===== src/rtl/int_ctrl_pkg.sv =====
// -----------------------------------------------------------------------------
// int_ctrl_pkg
// Shared definitions for the interrupt controller:
//   - default PicoBlaze port IDs of the STAT / MASK / VEC registers
//   - FSM state encodings (3-bit)
//   - position of the busy flag inside the VEC register
//   - helper that packs the VEC read word
// -----------------------------------------------------------------------------
package int_ctrl_pkg;

    localparam logic [7:0] DEF_ADDR_STAT = 8'h20;
    localparam logic [7:0] DEF_ADDR_MASK = 8'h21;
    localparam logic [7:0] DEF_ADDR_VEC  = 8'h22;

    localparam logic [2:0] ST_IDLE    = 3'd0;
    localparam logic [2:0] ST_ASSERT  = 3'd1;
    localparam logic [2:0] ST_SERVICE = 3'd2;
    localparam logic [2:0] ST_ACK     = 3'd3;
    localparam logic [2:0] ST_GUARD   = 3'd4;

    localparam int VEC_BUSY_BIT = 7;

    // VEC = {busy, 4'b0, idx[2:0]}
    function automatic logic [7:0] vec_word(input logic busy, input logic [2:0] idx);
        logic [7:0] w;
        w               = {5'b0, idx};
        w[VEC_BUSY_BIT] = busy;
        return w;
    endfunction

endpackage


===== src/rtl/int_prio_enc.sv =====
// -----------------------------------------------------------------------------
// int_prio_enc
// Lowest-index-wins priority encoder over N_SRC request lines.
// Ports:
//   req   in  N_SRC  request vector
//   valid out 1      at least one request is set
//   idx   out 3      index of the lowest set request (0 when none)
// -----------------------------------------------------------------------------
module int_prio_enc #(
    parameter int N_SRC = 4
) (
    input  logic [N_SRC-1:0] req,
    output logic             valid,
    output logic [2:0]       idx
);

    // Scan from the top down so the last hit, i.e. the lowest index, wins.
    always_comb begin
        valid = 1'b0;
        idx   = 3'd0;
        for (int i = N_SRC - 1; i >= 0; i--) begin
            if (req[i]) begin
                valid = 1'b1;
                idx   = 3'(i);
            end
        end
    end

endmodule


===== src/rtl/int_ctrl.sv =====
// -----------------------------------------------------------------------------
// int_ctrl
// Shares the single PicoBlaze interrupt line among up to eight level sources.
// Sources are masked, the lowest pending index is latched as the winner and
// the CPU is interrupted. The winner is acknowledged (src_ack pulse) only when
// firmware writes end-of-interrupt to the VEC register.
//
// Ports:
//   clk, rst        clock, asynchronous active-high reset
//   address         PicoBlaze port_id
//   data_in         PicoBlaze out_port
//   data_out        read data, 8'h00 when nothing of this block is read
//   ren, wen        read / write strobes
//   src_int         level requests from the sources
//   src_ack         one-hot, one-cycle acknowledge to the serviced source
//   cpu_int         PicoBlaze interrupt (registered)
//   cpu_int_ack     PicoBlaze interrupt_ack
//   dbg_state       current FSM state (debug visibility)
//
// Bus handshake: a register access happens in every cycle its strobe is
// high while address matches; reads are combinational, writes are sampled on
// the rising clock edge. There is no back-pressure.
// -----------------------------------------------------------------------------
module int_ctrl
    import int_ctrl_pkg::*;
#(
    parameter int         N_SRC     = 4,
    parameter logic [7:0] ADDR_STAT = DEF_ADDR_STAT,
    parameter logic [7:0] ADDR_MASK = DEF_ADDR_MASK,
    parameter logic [7:0] ADDR_VEC  = DEF_ADDR_VEC
) (
    input  logic             clk,
    input  logic             rst,
    input  logic [7:0]       address,
    input  logic [7:0]       data_in,
    output logic [7:0]       data_out,
    input  logic             ren,
    input  logic             wen,
    input  logic [N_SRC-1:0] src_int,
    output logic [N_SRC-1:0] src_ack,
    output logic             cpu_int,
    input  logic             cpu_int_ack,
    output logic [2:0]       dbg_state
);

    // Implemented MASK bits; bits at and above N_SRC stay 0.
    localparam logic [7:0]       MASK_BITS = 8'((1 << N_SRC) - 1);
    localparam logic [N_SRC-1:0] ACK_ONE   = N_SRC'(1);

    logic [2:0]       state_q, state_d;
    logic [2:0]       idx_q, idx_d;
    logic [7:0]       mask_q;
    logic             cpu_int_q, cpu_int_d;
    logic [N_SRC-1:0] src_ack_q, src_ack_d;

    logic [N_SRC-1:0] pend;
    logic             win_valid;
    logic [2:0]       win_idx;
    logic             eoi_wr;
    logic             mask_wr;
    logic             busy;

    assign pend    = src_int & mask_q[N_SRC-1:0];
    assign eoi_wr  = wen && (address == ADDR_VEC);
    assign mask_wr = wen && (address == ADDR_MASK);
    assign busy    = (state_q != ST_IDLE);

    int_prio_enc #(
        .N_SRC (N_SRC)
    ) u_prio (
        .req   (pend),
        .valid (win_valid),
        .idx   (win_idx)
    );

    // ---------------- register bank ----------------
    always_ff @(posedge clk or posedge rst) begin
        if (rst) begin
            mask_q <= 8'h00;
        end else if (mask_wr) begin
            mask_q <= data_in & MASK_BITS;
        end
    end

    always_comb begin
        data_out = 8'h00;
        if (ren) begin
            if (address == ADDR_STAT) begin
                data_out = 8'(src_int);
            end else if (address == ADDR_MASK) begin
                data_out = mask_q;
            end else if (address == ADDR_VEC) begin
                data_out = vec_word(busy, idx_q);
            end
        end
    end

    // ---------------- FSM: state register ----------------
    always_ff @(posedge clk or posedge rst) begin
        if (rst) begin
            state_q   <= ST_IDLE;
            idx_q     <= 3'd0;
            cpu_int_q <= 1'b0;
            src_ack_q <= '0;
        end else begin
            state_q   <= state_d;
            idx_q     <= idx_d;
            cpu_int_q <= cpu_int_d;
            src_ack_q <= src_ack_d;
        end
    end

    // ---------------- FSM: next state ----------------
    // The winner is latched only on the IDLE->ASSERT transition, so later
    // MASK or src_int changes cannot retarget the interrupt in flight.
    always_comb begin
        state_d = state_q;
        idx_d   = idx_q;
        case (state_q)
            ST_IDLE: begin
                if (win_valid) begin
                    idx_d   = win_idx;
                    state_d = ST_ASSERT;
                end
            end
            ST_ASSERT: begin
                if (cpu_int_ack) begin
                    state_d = ST_SERVICE;
                end
            end
            ST_SERVICE: begin
                if (eoi_wr) begin
                    state_d = ST_ACK;
                end
            end
            ST_ACK:   state_d = ST_GUARD;
            ST_GUARD: state_d = ST_IDLE;
            default:  state_d = ST_IDLE;
        endcase
    end

    // ---------------- FSM: outputs ----------------
    // Outputs are decoded from the next state and registered, so they line
    // up exactly with the state they belong to.
    always_comb begin
        cpu_int_d = (state_d == ST_ASSERT);
        src_ack_d = '0;
        if (state_d == ST_ACK) begin
            src_ack_d = ACK_ONE << idx_d;
        end
    end

    assign cpu_int   = cpu_int_q;
    assign src_ack   = src_ack_q;
    assign dbg_state = state_q;

endmodule


===== config.mk =====
export PLATFORM = sky130hd
export DESIGN_NAME = int_ctrl
export DESIGN_NICKNAME = d
export VERILOG_FILES = /design/src/rtl/int_ctrl_pkg.sv /design/src/rtl/int_prio_enc.sv /design/src/rtl/int_ctrl.sv
export SDC_FILE = /design/constraint.sdc
export NUM_CORES = 1
export LEC_CHECK = 0
export CORE_MARGIN = 2
export CORE_UTILIZATION = 39
export CTS_CLUSTER_DIAMETER = 200
export DETAILED_ROUTE_END_ITERATION = 6
export PLACE_DENSITY = 0.78
export SLEW_MARGIN = 0
export SYNTH_ARGS = -nofsm -noshare
export SYNTH_HDL_FRONTEND = slang
export SYNTH_SLANG_ARGS = --single-unit

===== constraint.sdc =====
create_clock -name clk -period 1.33 [get_ports clk]
set_input_delay 0.3325 -clock clk [delete_from_list [all_inputs] [get_ports clk]]
set_output_delay 0.3325 -clock clk [all_outputs]
set_load 0.05 [all_outputs]

# Word-level counts from Yosys, hierarchy flattened

Index checks and enable logic that the tools add are counted.

Output and inout bits: 16
Word-level logic and storage cells: 38
Bits of input ports: 25
Register bits: 15

Equal/unequal tests: 8
Muxes and demuxes: 19
Bitwise gates (word level): 1
Reduce and logical (&&, ||, !) cells: 4
Shift operators: 1

Operator list:

| cell                                            | count |
|---|---|
| 2-to-1 mux 8 bit                                | 4 |
| == test 8 x 6 -> 1 bit, second input constant   | 3 |
| 2-to-1 mux 3 bit                                | 5 |
| case mux 3 bit (4 select lines)                 | 1 |
| == test 3 x 2 -> 1 bit, second input constant   | 3 |
| 2-to-1 mux 2 bit                                | 4 |
| == test 3 x 1 -> 1 bit, second input constant   | 2 |
| AND 4 bit                                       | 1 |
| 2-to-1 mux 1 bit                                | 4 |
| 2-to-1 mux 4 bit                                | 1 |
| << shifter 1 x 3 -> 4 bit, first input constant | 1 |
| zero test 3 bit                                 | 1 |
| nonzero test 3 bit                              | 1 |
| logical AND 1 bit                               | 2 |

# Longest topological paths before layout

Depth after elaboration: 9
Mapped depth: 5
Depth with buffers taken out: 4

# Modules after synthesis

A second synthesis with hierarchy kept.

Cells, all modules: 97
Area total of the unflattened synthesis: 910.9 um^2

By module, submodules not included:

| module       | cells each | times used | area each (um^2) |
|---|---|---|---|
| int_ctrl     | 88         | 1          | 864.6 |
| int_prio_enc | 9          | 1          | 46.3 |

# Least setup slack after synthesis

No wires, ideal clock.

Kind: in2out
Start: input port address[7]
End: output port data_out[3]
Data required time: 0.998 ns
Stages on the path: 3
Path slack: -0.930 ns
Arrival time: 1.927 ns
Buffers on the path: 0
Path through: nor4_4 -> nand4b_1 -> nor3_1

Word-level cells in the longest chain between the ends: 4
Elaborated cells on any way between the ends: 5

Ends and longest elaborated chain:

| what                   | line           | source |
|---|---|---|
| start, declared        | int_ctrl.sv:34 | `input logic [7:0] address,` |
| == test 8 x 6 -> 1 bit | int_ctrl.sv:90 | `end else if (address == ADDR_MASK) begin` |
| 2-to-1 mux 8 bit       | int_ctrl.sv:90 |  |
| 2-to-1 mux 8 bit (*)   | int_ctrl.sv:88 | `if (address == ADDR_STAT) begin` |
| 2-to-1 mux 8 bit (*)   | int_ctrl.sv:87 | `if (ren) begin` |
| end, declared          | int_ctrl.sv:36 | `output logic [7:0] data_out,` |

Mark *: on every way between the ends. The rest lies on a longest branch, timed or not.

# Worst setup path after layout

Start: input port address[6]
End: output port data_out[3]

Same word-level chain as after synthesis.

==> results.sh <==
export IMPL_dp_slack_ps=-776
export IMPL_routed_wirelength_mm=3.15
export IMPL_setup_slack_ps=-366
export IMPL_ant_nets=0
export IMPL_critPathLaunchType="primary input"
export IMPL_fin_worst_skew_ps=5.02
export IMPL_clkTransAtPathRegs_ps=110
export IMPL_rr_endpoint="src_ack[0]"
export IMPL_dieArea_um2=2550
export IMPL_fmax_mhz=589
export IMPL_area_growth_synth_to_final_pct=107
export IMPL_vias=925
export IMPL_synth_seq_cells=15
export IMPL_cp_max_fo=5
export IMPL_first_iter_violations=17
export IMPL_grt_max_degree=16
export IMPL_io_pins=41
export IMPL_criticalPathCategory="primary input to primary output"
export IMPL_cts_root_buf="clkbuf_4"
export IMPL_yosysSeqAreaShare_pct=44.6
export IMPL_synth_cell_types=30
export IMPL_vias_per_cell=5.35
export IMPL_ff2ff_setup_slack_ps=-180
export IMPL_cts_buffers=3
export IMPL_r2r_start="dbg_state[1]"
export IMPL_required_ps=1000
export IMPL_period_share_pct=128
export IMPL_antenna_found_initial=0
export IMPL_r2r_cells=5
export IMPL_p_total_mw=1.98
export IMPL_htreeDepth=1
export IMPL_final_nets=172
export IMPL_portBuffers=33
export IMPL_drive_gt1_share_pct=63.0
export IMPL_utilization_pct=87.3
export IMPL_fillers=95
export IMPL_setup_viol=17
export IMPL_hold_class="primary input to async pin"
export IMPL_cap_violations=0
export IMPL_yosys_area_top_type_share_pct=44.6
export IMPL_clockBufferDepth=2
export IMPL_initial_core_util_pct=42.1
export IMPL_drtPass1Iterations=4
export IMPL_first_global_vias=962
export IMPL_final_hold_viol_count=0
export IMPL_drv_slew=0
export IMPL_clock_sinks=15
export IMPL_violations="setup timing"
export IMPL_drc=0
export IMPL_dp_hpwl_mm=1.91
export IMPL_status="finished, violations left"
export IMPL_die_h_um=50.5
export IMPL_whs_ps=332
export IMPL_diodes=0
export IMPL_track_usage_pct=22.7
export IMPL_yosys_warnings=0
export IMPL_worstSkewPairLatency_ps=300
export IMPL_cts_hold_buf=0
export IMPL_end_kind="primary output"
export IMPL_finalCriticalPeriod_ps=1700
export IMPL_core_um2=2000
export IMPL_arrival_ps=1360
export IMPL_tritoncts="done"
export IMPL_fin_setup_tns_ps=-2580
export IMPL_power_density_nw_per_um2=1130
export IMPL_rsz0062_at_grt="yes"
export IMPL_grt_pass1_wl_mm=4.31
export IMPL_placementRows=16
export IMPL_wl_per_cell_um=18.2
export IMPL_syn_area_per_cell_um2=10.3
export IMPL_grt_ovfl_total=0
export IMPL_syn_cell_area_um2=842
export IMPL_irDropWorstVdd_mv=1.05
export IMPL_place_gp_congestion=0.809
export IMPL_synthTopCellsByArea="dfrtp_1 45%, mux2_4 7.1%, nor2_1 4.9%"
export IMPL_synth_top_cell_by_area="dfrtp_1"
export IMPL_p_leak_nw=0.816
export IMPL_syn_inst=82
export IMPL_die_w_um=50.5
## kinds of logic after synthesis
family,count (synthesis),share of synthesized area (%)
other,1,0.445
flip-flops,15,44.6
buffers and inverters,6,4.16
AND/OR/NAND/NOR,37,26.7
multiplexers,8,11.9
AO/OA/AOI/OAI,15,12.2
## final cells by class
class	instances	area, µm²	area share [%]
repair buffers	62	698	40.0
inverters	2	7.51	0.430
multi-input cells	63	601	34.4
well taps	27	33.8	1.93
clock buffers	3	22.5	1.29
clock inverters	1	5.00	0.287
flip-flops and latches	15	379	21.7
## per-layer routing
| layer | GRT usage [%] | up-vias | wire length, µm |
|---|---|---|---|
| li1 | - | 414 | - |
| met1 | 25.1 | 464 | 1180 |
| met2 | 44.7 | 41 | 1780 |
| met3 | 2.68 | 6 | 132 |
| met4 | 6.31 | 0 | 50 |
| met5 | 0 | - | 0 |
## critical path, stage by stage
cell and delay [ps]:
buf_6 100, nor4_4 270, nand4b_1 140, buf_6 170, nor3_4 200, buf_12 160
## metrics by stage
stage	std cells	instance area [µm²]
detailed placement	160	1530
global route	173	1750
finish	173	1750
CTS	170	1670
global placement	160	1530
floorplan	84	913
## flip-flops by register name, indices dropped and copies added (netlist names)
register / flops
mask_q: 4
cpu_int: 1
src_ack: 4
idx_q: 3
dbg_state: 3
## placed cells by master (no fill, tap or decap), types with 3 or more instances in the layout
cell type        count
a21oi_2              6
buf_12              13
buf_4               20
buf_6               11
clkbuf_4             3
clkdlybuf4s50_1      7
conb_1               3
dfrtp_1             12
dfrtp_2              3
dlygate4sd2_1        7
mux2_4               4
mux2i_1              4
nand2_1              4
nor2_1               5
nor2_2               6
nor3_4               3
## power breakdown
| part | internal [mW] | switching (mW) |
|---|---|---|
| Sequential | 0.521 | 0.0672 |
| Combinational | 0.583 | 0.524 |
| Clock | 0.112 | 0.174 |
## what timing repair did
item / in CTS / in global routing
pin swaps: 16 / 9
endpoints found under the setup margin: 18 / 19
resized for setup: 48 / 13
setup buffers: 10 / 5
## synth_stat cells
cell,n
a21boi_2,1
a21o_2,1
a21oi_1,7
a22o_1,1
a22oi_1,2
a31oi_1,1
a32o_1,1
and2b_2,1
and3_1,1
and4b_4,1
buf_2,1
buf_4,3
conb_1,1
dfrtp_1,15
inv_1,2
mux2_4,4
mux2i_1,4
nand2_1,5
nand2_4,1
nand2b_1,3
nand3_1,1
nand4b_1,1
nand4bb_1,1
nor2_1,11
nor2b_1,3
nor3_1,5
nor3_2,1
nor4_1,1
nor4_4,1
o211ai_1,1
## worst max path at each step
| stage | startpoint | endpoint | slack [ps] |
|---|---|---|---|
| after floorplan | address[7] | data_out[3] | -510 |
| after global placement | address[7] | data_out[3] | -720 |
| after detailed placement | address[7] | data_out[3] | -780 |
| after CTS | address[2] | data_out[3] | -390 |
| after global routing | address[6] | data_out[3] | -450 |
| final | address[6] | data_out[3] | -370 |
Power figures use the tool's default switching activity.
